`src/rtl/conv_sequencer.sv`:
```
// Job sequencer in front of the per-PE control FSM: accepts one convolution command,
// walks control through reset/load/ready/start_op and gates the weight stream during load.
module conv_sequencer #(
    parameter int N             = 3,
    parameter int NUM_COL_WIDTH = $clog2(N + 1),
    parameter int SEL_WIDTH     = $clog2(N),
    parameter int RUN_WIDTH     = 16
) (
    input  logic                     clk_i,
    input  logic                     rst_n_i,
    input  logic                     cmd_valid_i,
    output logic                     cmd_ready_o,
    input  logic [NUM_COL_WIDTH-1:0] cmd_column_num_i,
    input  logic [NUM_COL_WIDTH-1:0] cmd_row_num_i,
    input  logic [NUM_COL_WIDTH-1:0] cmd_filter_size_i,
    input  logic [SEL_WIDTH-1:0]     cmd_f_sel_i,
    input  logic [RUN_WIDTH-1:0]     cmd_run_len_i,
    input  logic                     wt_valid_i,
    output logic                     wt_ready_o,
    input  logic                     abort_i,
    output logic                     ctrl_rst_o,
    output logic                     ctrl_load_o,
    output logic                     ctrl_ready_o,
    output logic                     ctrl_start_op_o,
    output logic [NUM_COL_WIDTH-1:0] column_num_o,
    output logic [NUM_COL_WIDTH-1:0] row_num_o,
    output logic [NUM_COL_WIDTH-1:0] filter_size_o,
    output logic [SEL_WIDTH-1:0]     f_sel_o,
    output logic                     busy_o,
    output logic                     done_o,
    output logic                     err_o
);

    typedef enum logic [2:0] {
        S_IDLE  = 3'd0,
        S_LOAD  = 3'd1,
        S_READY = 3'd2,
        S_RUN   = 3'd3,
        S_FLUSH = 3'd4
    } state_t;

    localparam logic [NUM_COL_WIDTH-1:0] COL_ONE = NUM_COL_WIDTH'(1);
    localparam logic [NUM_COL_WIDTH-1:0] COL_MAX = NUM_COL_WIDTH'(N);
    localparam logic [RUN_WIDTH-1:0]     RUN_ONE = RUN_WIDTH'(1);

    state_t                   r_state;
    state_t                   w_state_next;
    logic [NUM_COL_WIDTH-1:0] r_wt_cnt;
    logic [NUM_COL_WIDTH-1:0] w_wt_cnt_next;
    logic [RUN_WIDTH-1:0]     r_run_cnt;
    logic [RUN_WIDTH-1:0]     w_run_cnt_next;
    logic [RUN_WIDTH-1:0]     r_run_len;
    logic [NUM_COL_WIDTH-1:0] r_column_num;
    logic [NUM_COL_WIDTH-1:0] r_row_num;
    logic [NUM_COL_WIDTH-1:0] r_filter_size;
    logic [SEL_WIDTH-1:0]     r_f_sel;
    logic                     r_ctrl_rst;
    logic                     r_ctrl_load;
    logic                     r_ctrl_ready;
    logic                     r_ctrl_start_op;
    logic                     r_busy;
    logic                     r_done;
    logic                     r_err;
    logic                     w_cmd_ok;
    logic                     w_latch;
    logic                     w_err_next;

    // A command is usable only if every geometry field is in 1..N and the run is non-empty.
    assign w_cmd_ok = (cmd_column_num_i  != '0) && (cmd_column_num_i  <= COL_MAX) &&
                      (cmd_row_num_i     != '0) && (cmd_row_num_i     <= COL_MAX) &&
                      (cmd_filter_size_i != '0) && (cmd_filter_size_i <= COL_MAX) &&
                      (cmd_run_len_i     != '0);

    always_comb begin
        w_state_next   = r_state;
        w_wt_cnt_next  = r_wt_cnt;
        w_run_cnt_next = r_run_cnt;
        w_latch        = 1'b0;
        w_err_next     = 1'b0;
        case (r_state)
            S_IDLE: begin
                if (cmd_valid_i) begin
                    if (w_cmd_ok) begin
                        w_latch       = 1'b1;
                        w_wt_cnt_next = '0;
                        w_state_next  = S_LOAD;
                    end else begin
                        w_err_next = 1'b1;
                    end
                end
            end
            S_LOAD: begin
                // Abort wins over a simultaneous final weight handshake.
                if (abort_i) begin
                    w_state_next = S_IDLE;
                end else if (wt_valid_i) begin
                    w_wt_cnt_next = r_wt_cnt + COL_ONE;
                    if (r_wt_cnt == r_filter_size - COL_ONE) begin
                        w_state_next = S_READY;
                    end
                end
            end
            S_READY: begin
                if (abort_i) begin
                    w_state_next = S_IDLE;
                end else begin
                    w_run_cnt_next = '0;
                    w_state_next   = S_RUN;
                end
            end
            S_RUN: begin
                if (abort_i) begin
                    w_state_next = S_IDLE;
                end else begin
                    w_run_cnt_next = r_run_cnt + RUN_ONE;
                    if (r_run_cnt == r_run_len - RUN_ONE) begin
                        w_state_next = S_FLUSH;
                    end
                end
            end
            S_FLUSH: begin
                w_state_next = S_IDLE;
            end
            default: begin
                w_state_next = S_IDLE;
            end
        endcase
    end

    // Control strobes are registered from the next state so they line up with r_state.
    always_ff @(posedge clk_i) begin
        if (!rst_n_i) begin
            r_state         <= S_IDLE;
            r_wt_cnt        <= '0;
            r_run_cnt       <= '0;
            r_run_len       <= '0;
            r_column_num    <= '0;
            r_row_num       <= '0;
            r_filter_size   <= '0;
            r_f_sel         <= '0;
            r_ctrl_rst      <= 1'b1;
            r_ctrl_load     <= 1'b0;
            r_ctrl_ready    <= 1'b0;
            r_ctrl_start_op <= 1'b0;
            r_busy          <= 1'b0;
            r_done          <= 1'b0;
            r_err           <= 1'b0;
        end else begin
            r_state         <= w_state_next;
            r_wt_cnt        <= w_wt_cnt_next;
            r_run_cnt       <= w_run_cnt_next;
            if (w_latch) begin
                r_column_num  <= cmd_column_num_i;
                r_row_num     <= cmd_row_num_i;
                r_filter_size <= cmd_filter_size_i;
                r_f_sel       <= cmd_f_sel_i;
                r_run_len     <= cmd_run_len_i;
            end
            r_ctrl_rst      <= (w_state_next == S_IDLE) || (w_state_next == S_FLUSH);
            r_ctrl_load     <= (w_state_next == S_LOAD);
            r_ctrl_ready    <= (w_state_next == S_READY);
            r_ctrl_start_op <= (w_state_next == S_RUN);
            r_busy          <= (w_state_next != S_IDLE);
            r_done          <= (w_state_next == S_FLUSH);
            r_err           <= w_err_next;
        end
    end

    assign cmd_ready_o     = (r_state == S_IDLE);
    assign wt_ready_o      = (r_state == S_LOAD);
    assign ctrl_rst_o      = r_ctrl_rst;
    assign ctrl_load_o     = r_ctrl_load;
    assign ctrl_ready_o    = r_ctrl_ready;
    assign ctrl_start_op_o = r_ctrl_start_op;
    assign column_num_o    = r_column_num;
    assign row_num_o       = r_row_num;
    assign filter_size_o   = r_filter_size;
    assign f_sel_o         = r_f_sel;
    assign busy_o          = r_busy;
    assign done_o          = r_done;
    assign err_o           = r_err;

endmodule
```
`config.mk`:
```
export PLATFORM = sky130hd
export DESIGN_NAME = conv_sequencer
export DESIGN_NICKNAME = d
export VERILOG_FILES = /design/src/rtl/conv_sequencer.sv
export SDC_FILE = /design/constraint.sdc
export NUM_CORES = 1
export LEC_CHECK = 0
export BUFFER_PORTS_ARGS = -buffer_cell sky130_fd_sc_hd__buf_2
export CAP_MARGIN = 10
export CORE_ASPECT_RATIO = 0.6
export CORE_MARGIN = 3
export CORE_UTILIZATION = 40
export CTS_BUF_LIST = sky130_fd_sc_hd__clkbuf_2 sky130_fd_sc_hd__clkbuf_4 sky130_fd_sc_hd__clkbuf_8
export DETAILED_ROUTE_END_ITERATION = 12
export GPL_ROUTABILITY_DRIVEN = 0
export PLACE_DENSITY = 0.7
export SLEW_MARGIN = 0
export SYNTH_ARGS = -nofsm -noshare
export SYNTH_HDL_FRONTEND = slang
export SYNTH_SLANG_ARGS = --single-unit
```
`constraint.sdc`:
```
create_clock -name clk_i -period 3.55 [get_ports clk_i]
set_clock_uncertainty 0.15 [all_clocks]
set_input_delay 1.065 -clock clk_i [delete_from_list [all_inputs] [get_ports clk_i]]
set_output_delay 1.065 -clock clk_i [all_outputs]
set_load 0.1 [all_outputs]
```
==> results of run 1 <==
==> cell type report <==
cell class              count  area [sq um]
inverters                   7         26.28
well taps                  84         105.1
clock inverters             2         35.03
fillers                   627          3189
flip-flops and latches     52          1041
repair buffers             52         277.8
multi-input cells         264          1525
clock buffers               6         76.32
==> worst max-delay path, delay by kind of cell, from the launching register on <==
kind          cells  cell delay, ps
buf+inv           2             700
flops             1             610
simple gates      1             190
==> per-layer routing <==
layer	up-vias	routed length, um	track usage [%]
li1	1271	-	-
met1	1206	3518	27.80
met2	86	2643	23.58
met3	6	467	3.684
met4	0	29	2.159
met5	-	0	0
==> cell usage in the layout (no fill, tap or decap), types with 6 or more instances in the layout <==
cell type | netlist | final
nand2_1 | 69 | 69
dfxtp_1 | 52 | 52
buf_2 | 0 | 45
a21oi_1 | 36 | 36
nor2_1 | 22 | 22
xnor2_1 | 16 | 16
xor2_1 | 12 | 12
nor3_1 | 12 | 11
nor4_1 | 10 | 10
nand4_1 | 10 | 10
nand3_1 | 8 | 8
o21ai_0 | 8 | 8
buf_4 | 1 | 7
inv_1 | 6 | 6
or3_1 | 6 | 6
==> cell families after synthesis <==
kind of cell               after synthesis
DFF                                     52
and+or+nand+nor                        166
buffers and inverters                   21
xor gates and xnor gates                29
adders and majority gates                2
muxes                                    1
AOI/OAI and AO/OA                       66
==> stage by stage <==
step / setup WS [ps] / hold WS [ps]
floorplan: 720.4 / 298.8
global placement: 607.9 / 290.5
detailed placement: 614.9 / 295.0
CTS: 559.4 / 307.7
global route: 436.3 / 323.4
finish: 532.1 / 305.0
==> final timing paths <==
| check | from | end | depth (start not counted) |
|---|---|---|---|
| worst min-delay path | row_num_o[0] | row_num_o[0] | 2 |
| worst max register to register | r_run_len[0] | r_state[0] | 8 |
| worst max-delay path | r_state[0] | wt_ready_o | 3 |
| worst min register to register | row_num_o[0] | row_num_o[0] | 2 |
==> flip-flops by register name, summed over array words and instances, names as in the netlist, 2 cells and up <==
name           count
filter_size_o      2
r_wt_cnt           2
column_num_o       2
f_sel_o            2
r_state            3
row_num_o          2
r_run_len         16
r_run_cnt         16
==> power groups by stage <==
| stage | logic [uW] | registers [uW] | clock network [uW] |
|---|---|---|---|
| 2_1_floorplan | 153 | 681 | 0 |
| 3_3_place_gp | 267 | 634 | 0 |
| 3_5_place_dp | 269 | 634 | 0 |
| 4_1_cts | 270 | 621 | 417 |
| 5_1_grt | 294 | 625 | 443 |
| 6_report | 272 | 621 | 406 |
==> qor.txt, run 1 <==
outcome - finished, final reports clean
syn_nets - 368
Ys Warns - 0
Post-Layout Cell Count - 467
vias in the first global route - 2264
DRC viols - 0
CTS Buffer Depth - 2
R2R setup slack - 710 ps
initial antenna violation count - 0
CP max stage cell - dfxtp_1
CTS tree - built
cell internal pwr - 909.5 uW
Async SR Flop Fraction - 0%
crit path DAT - 1800 ps
Final Hold Fails - 0
Util after Layout - 49.18%
post-synthesis adder-cell area fraction - 0.9412%
clock transition at the registers of the reported paths - 90 ps
nets - 413
final instance area - 0.003087 sq mm
Max-Cap Viols - 0
sw power - 390.2 uW
post-synthesis cell area - 0.002659 sq mm
first-pass GRT wire length - 11050 um
CP peak stage delay - 610 ps
area of the die - 0.007693 sq mm
crit path max fanout - 12
placed cell area - 0.002975 sq mm
Area growth, synth to finish - 16.09%
pin count of the biggest net entering global routing - 23
syn avg cell area - 7.890 sq um
worst min-delay path class - register to register
Slew @ Worst Pin - 824.8 ps
fin crit period - 3018 ps
Post-CTS Hold Buffers - 0
setup_tns - 0 ps
count leader, synth - nand2_1
max_slew headroom - 44.64%
f_max - 331.4 MHz
post-synthesis mux area share - 0.3765%
Distinct cells, synth - 50
Core Area - 0.006276 sq mm
DIE WIDTH - 111.3 um
final wirelength - 6658 um
Post-synth EDFFs - 0
synthesized instance count - 337
Seq/Total Area, Yosys - 39.15%
area leader, netlist - dfxtp_1
# resized after CTS - 0
cell chosen for the clock root - clkbuf_8
Worst setup EP type - output port
Die Y - 69.15 um
Clk pwr share - 31.2%
Placed Instances - 459
compound-cell area share of the yosys netlist - 14.68%
Gate power share - 21.0%
depth of the CTS H-tree - 2
Cell Pwr Density - 421.1 mW/mm^2
WL/cell - 14.26 um
sequential share of power - 47.8%
most common flop cell mapped by yosys - dfxtp_1
CTS Sinks - 52
routed vias - 2569
setup violators final - 0
Top-Level Pins - 46
Setup crit start kind - register
Switching Share - 30.02%
commonest cells in the netlist - 69 x nand2_1, 52 x dfxtp_1, 36 x a21oi_1
RSZ-0062 raised after global routing - no
post-synthesis xor/xnor area fraction - 9.835%
worst path required time - 2330 ps
Initial Utilization - 42.36%
Via density - 5.501
dpl hpwl - 5174 um
ant diodes - 0
Slew Limit Fails - 0
grt total ovfl - 0
share of layout cells above drive strength 1 - 18.54%
Post-CTS Setup Inserts - 0
PortBufs - 45
Synth top area share - 39.15%
total CTS buffers - 5
number of synthesized register bits - 52
DR pass1 iterations - 5
DR iter-0 viols - 166
P_leak - 0.001175 uW
ranking of synthesized cells by area - dfxtp_1 39%, nand2_1 9.7%, a21oi_1 6.8%, xnor2_1 5.3%, xor2_1 4.0%
crit-path cells - inv_1 -> nor3_2 -> buf_2
total power - 1300 uW
period utilization - 85.01%
maximum vdd drop - 0.0002358 V
Total GRT Usage - 17.24%
largest family of logic cells by synthesized area - simple AND/OR/NAND/NOR gates
crit path kind - register to output port
FP Rows - 22
post-synthesis simple-gate area fraction - 31.34%
Worst-Skew Late Latency - 300 ps
Antenna Nets Post-Route - 0
(Power assumes the default switching activity.)
==> run 2, diff against run 1 <==
Settings changed: REMOVE_ABC_BUFFERS set to 1.
==> run 2 against run 1 <==
Wire length is 4.5% lower. Clock-buffer cell count is 1 higher. Sequential power hardly changed. Highest routed layer unchanged. Cell area is 1.1% lower. Power is 4.2% lower. Critical endpoint unchanged. Non-clock buffer count is 2 lower. Critical path type unchanged. Largest cell class unchanged. Combinational power is 1% lower. Flip-flop and latch count stayed put.
==> qor.txt, run 2 (same netlist as run 1, synthesis figures left out) <==
Util after Layout - 48.64% (was 49.18%)
pin count of the biggest net entering global routing - 25 (was 23)
vias in the first global route - 2212 (was 2264)
Top-Level Pins - 46 (unchanged)
grt total ovfl - 0 (unchanged)
Initial Utilization - 42.36% (unchanged)
Area growth, synth to finish - 14.82% (was 16.09%)
initial antenna violation count - 0 (unchanged)
period utilization - 86.75% (was 85.01%)
RSZ-0062 raised after global routing - no (unchanged)
DIE WIDTH - 111.3 um (unchanged)
crit path kind - register to output port (unchanged)
Slew @ Worst Pin - 816.3 ps (was 824.8 ps)
Setup crit start kind - register (unchanged)
max_slew headroom - 45.22% (was 44.64%)
WL/cell - 13.68 um (was 14.26 um)
reg2reg start - r_run_len[0] (unchanged)
dpl hpwl - 5001 um (was 5174 um)
Worst-Skew Late Latency - 300 ps (about the same)
crit path DAT - 1860 ps (was 1800 ps)
total CTS buffers - 5 (unchanged)
nets - 411 (was 413)
Cell Pwr Density - 407.8 mW/mm^2 (was 421.1 mW/mm^2)
Core Area - 0.006276 sq mm (unchanged)
Max-Cap Viols - 0 (unchanged)
Worst setup EP type - output port (unchanged)
Post-CTS Setup Inserts - 0 (unchanged)
cell chosen for the clock root - clkbuf_8 (unchanged)
FP Rows - 22 (unchanged)
placed cell area - 0.002955 sq mm (was 0.002975 sq mm)
worst hold start - column_num_o[1] (was row_num_o[0])
crit path max fanout - 12 (unchanged)
final instance area - 0.003053 sq mm (was 0.003087 sq mm)
worst path required time - 2330 ps (about the same)
depth of the CTS H-tree - 2 (unchanged)
share of layout cells above drive strength 1 - 17.85% (was 18.54%)
first-pass GRT wire length - 10740 um (was 11050 um)
DR iter-0 viols - 149 (was 166)
DRC viols - 0 (unchanged)
CTS Buffer Depth - 2 (unchanged)
Final Hold Fails - 0 (unchanged)
setup_tns - 0 ps (unchanged)
Die Y - 69.15 um (unchanged)
top flop regs - r_run_cnt (16), r_run_len (16), r_state (3) (unchanged)
Slew Limit Fails - 0 (unchanged)
maximum vdd drop - 0.0001592 V (was 0.0002358 V)
outcome - finished, final reports clean (unchanged)
PortBufs - 45 (unchanged)
most frequent cells in the layout - 69 x nand2_1, 52 x dfxtp_1, 45 x buf_2 (unchanged)
area of the die - 0.007693 sq mm (unchanged)
CTS Sinks - 52 (unchanged)
setup violators final - 0 (unchanged)
commonest non-fill, non-tap cell in the layout - nand2_1 (unchanged)
fin crit period - 3080 ps (was 3018 ps)
CTS tree - built (unchanged)
DR pass1 iterations - 6 (was 5)
filler cell count - 619 (was 627)
ant diodes - 0 (unchanged)
# resized after CTS - 0 (unchanged)
P_leak - 0.001153 uW (was 0.001175 uW)
clock transition at the registers of the reported paths - 100 ps (was 90 ps)
Gate power share - 21.5% (was 21.0%)
Worst Setup SP - r_state[0] (unchanged)
Clk pwr share - 28.6% (was 31.2%)
sw power - 387.5 uW (was 390.2 uW)
Total GRT Usage - 16.68% (was 17.24%)
f_max - 324.7 MHz (was 331.4 MHz)
final wirelength - 6359 um (was 6658 um)
Antenna Nets Post-Route - 0 (unchanged)
Via density - 5.305 (was 5.501)
Post-CTS Hold Buffers - 0 (unchanged)
routed vias - 2467 (was 2569)
worst min-delay path class - register to register (unchanged)
Switching Share - 31.12% (was 30.02%)
sequential share of power - 49.8% (was 47.8%)
cell internal pwr - 857.5 uW (was 909.5 uW)
[run 2: changes by cell type in the layout (fill, tap and decap cells not counted)]
cell        previous run  this run
buf_4                  7         5
bufinv_16              1         0
clkbuf_8               5         6
clkinv_2               1         0
clkinvlp_4             0         1
nor3_1                11        12
nor3_2                 1         0
[run 2: layout make-up]
cell class	instances	area (sq um)	area share, %
Multi-Input combinational cell	264	1520	49.80
Sequential cell	52	1041	34.10
Timing Repair Buffer	50	262.8	8.607
Tap cell	84	105.1	3.443
Clock buffer	7	90.09	2.951
Inverter	7	26.28	0.8607
Clock inverter	1	7.507	0.2459
[run 2: routing by layer]
layer	global-route usage, %	vias up	part of all wire [%]
met2	24.05	70	41
li1	-	1269	-
met3	4.561	4	7.0
met1	24.88	1124	52
met4	3.239	0	0.57
met5	0	-	0
[run 2: path summary, 6_finish.rpt]
path | to | slack [ps] | depth (start not counted)
worst max-delay path | wt_ready_o | 470 | 3
worst min-delay path | column_num_o[1] | 310 | 2
worst max register to register | r_state[0] | 770 | 9
worst min register to register | column_num_o[1] | 310 | 2
[run 2: metrics by stage]
stage	hold WS, ps	setup WS (ps)	instances	power [uW]
final	313.0	470.4	465	1245
after floorplan	298.8	-360.7	323	828.0
after detailed placement	302.7	588.9	457	900.7
after global routing	339.3	400.1	465	1311
after CTS	316.4	525.2	465	1258
after global placement	290.0	723.8	457	896.2
[run 2: worst max-delay path: stages (launching register included)]
cell	delay, ps
dfxtp_1	590
inv_1	240
nor3_1	260
buf_2	470
[run 2: power by group through the flow]
stage	clock, uW	combinational, uW	sequential (uW)
CTS	371	267	620
global route	400	287	624
global placement	0	263	633
floorplan	0	145	683
detailed placement	0	267	634
finish	356	268	620
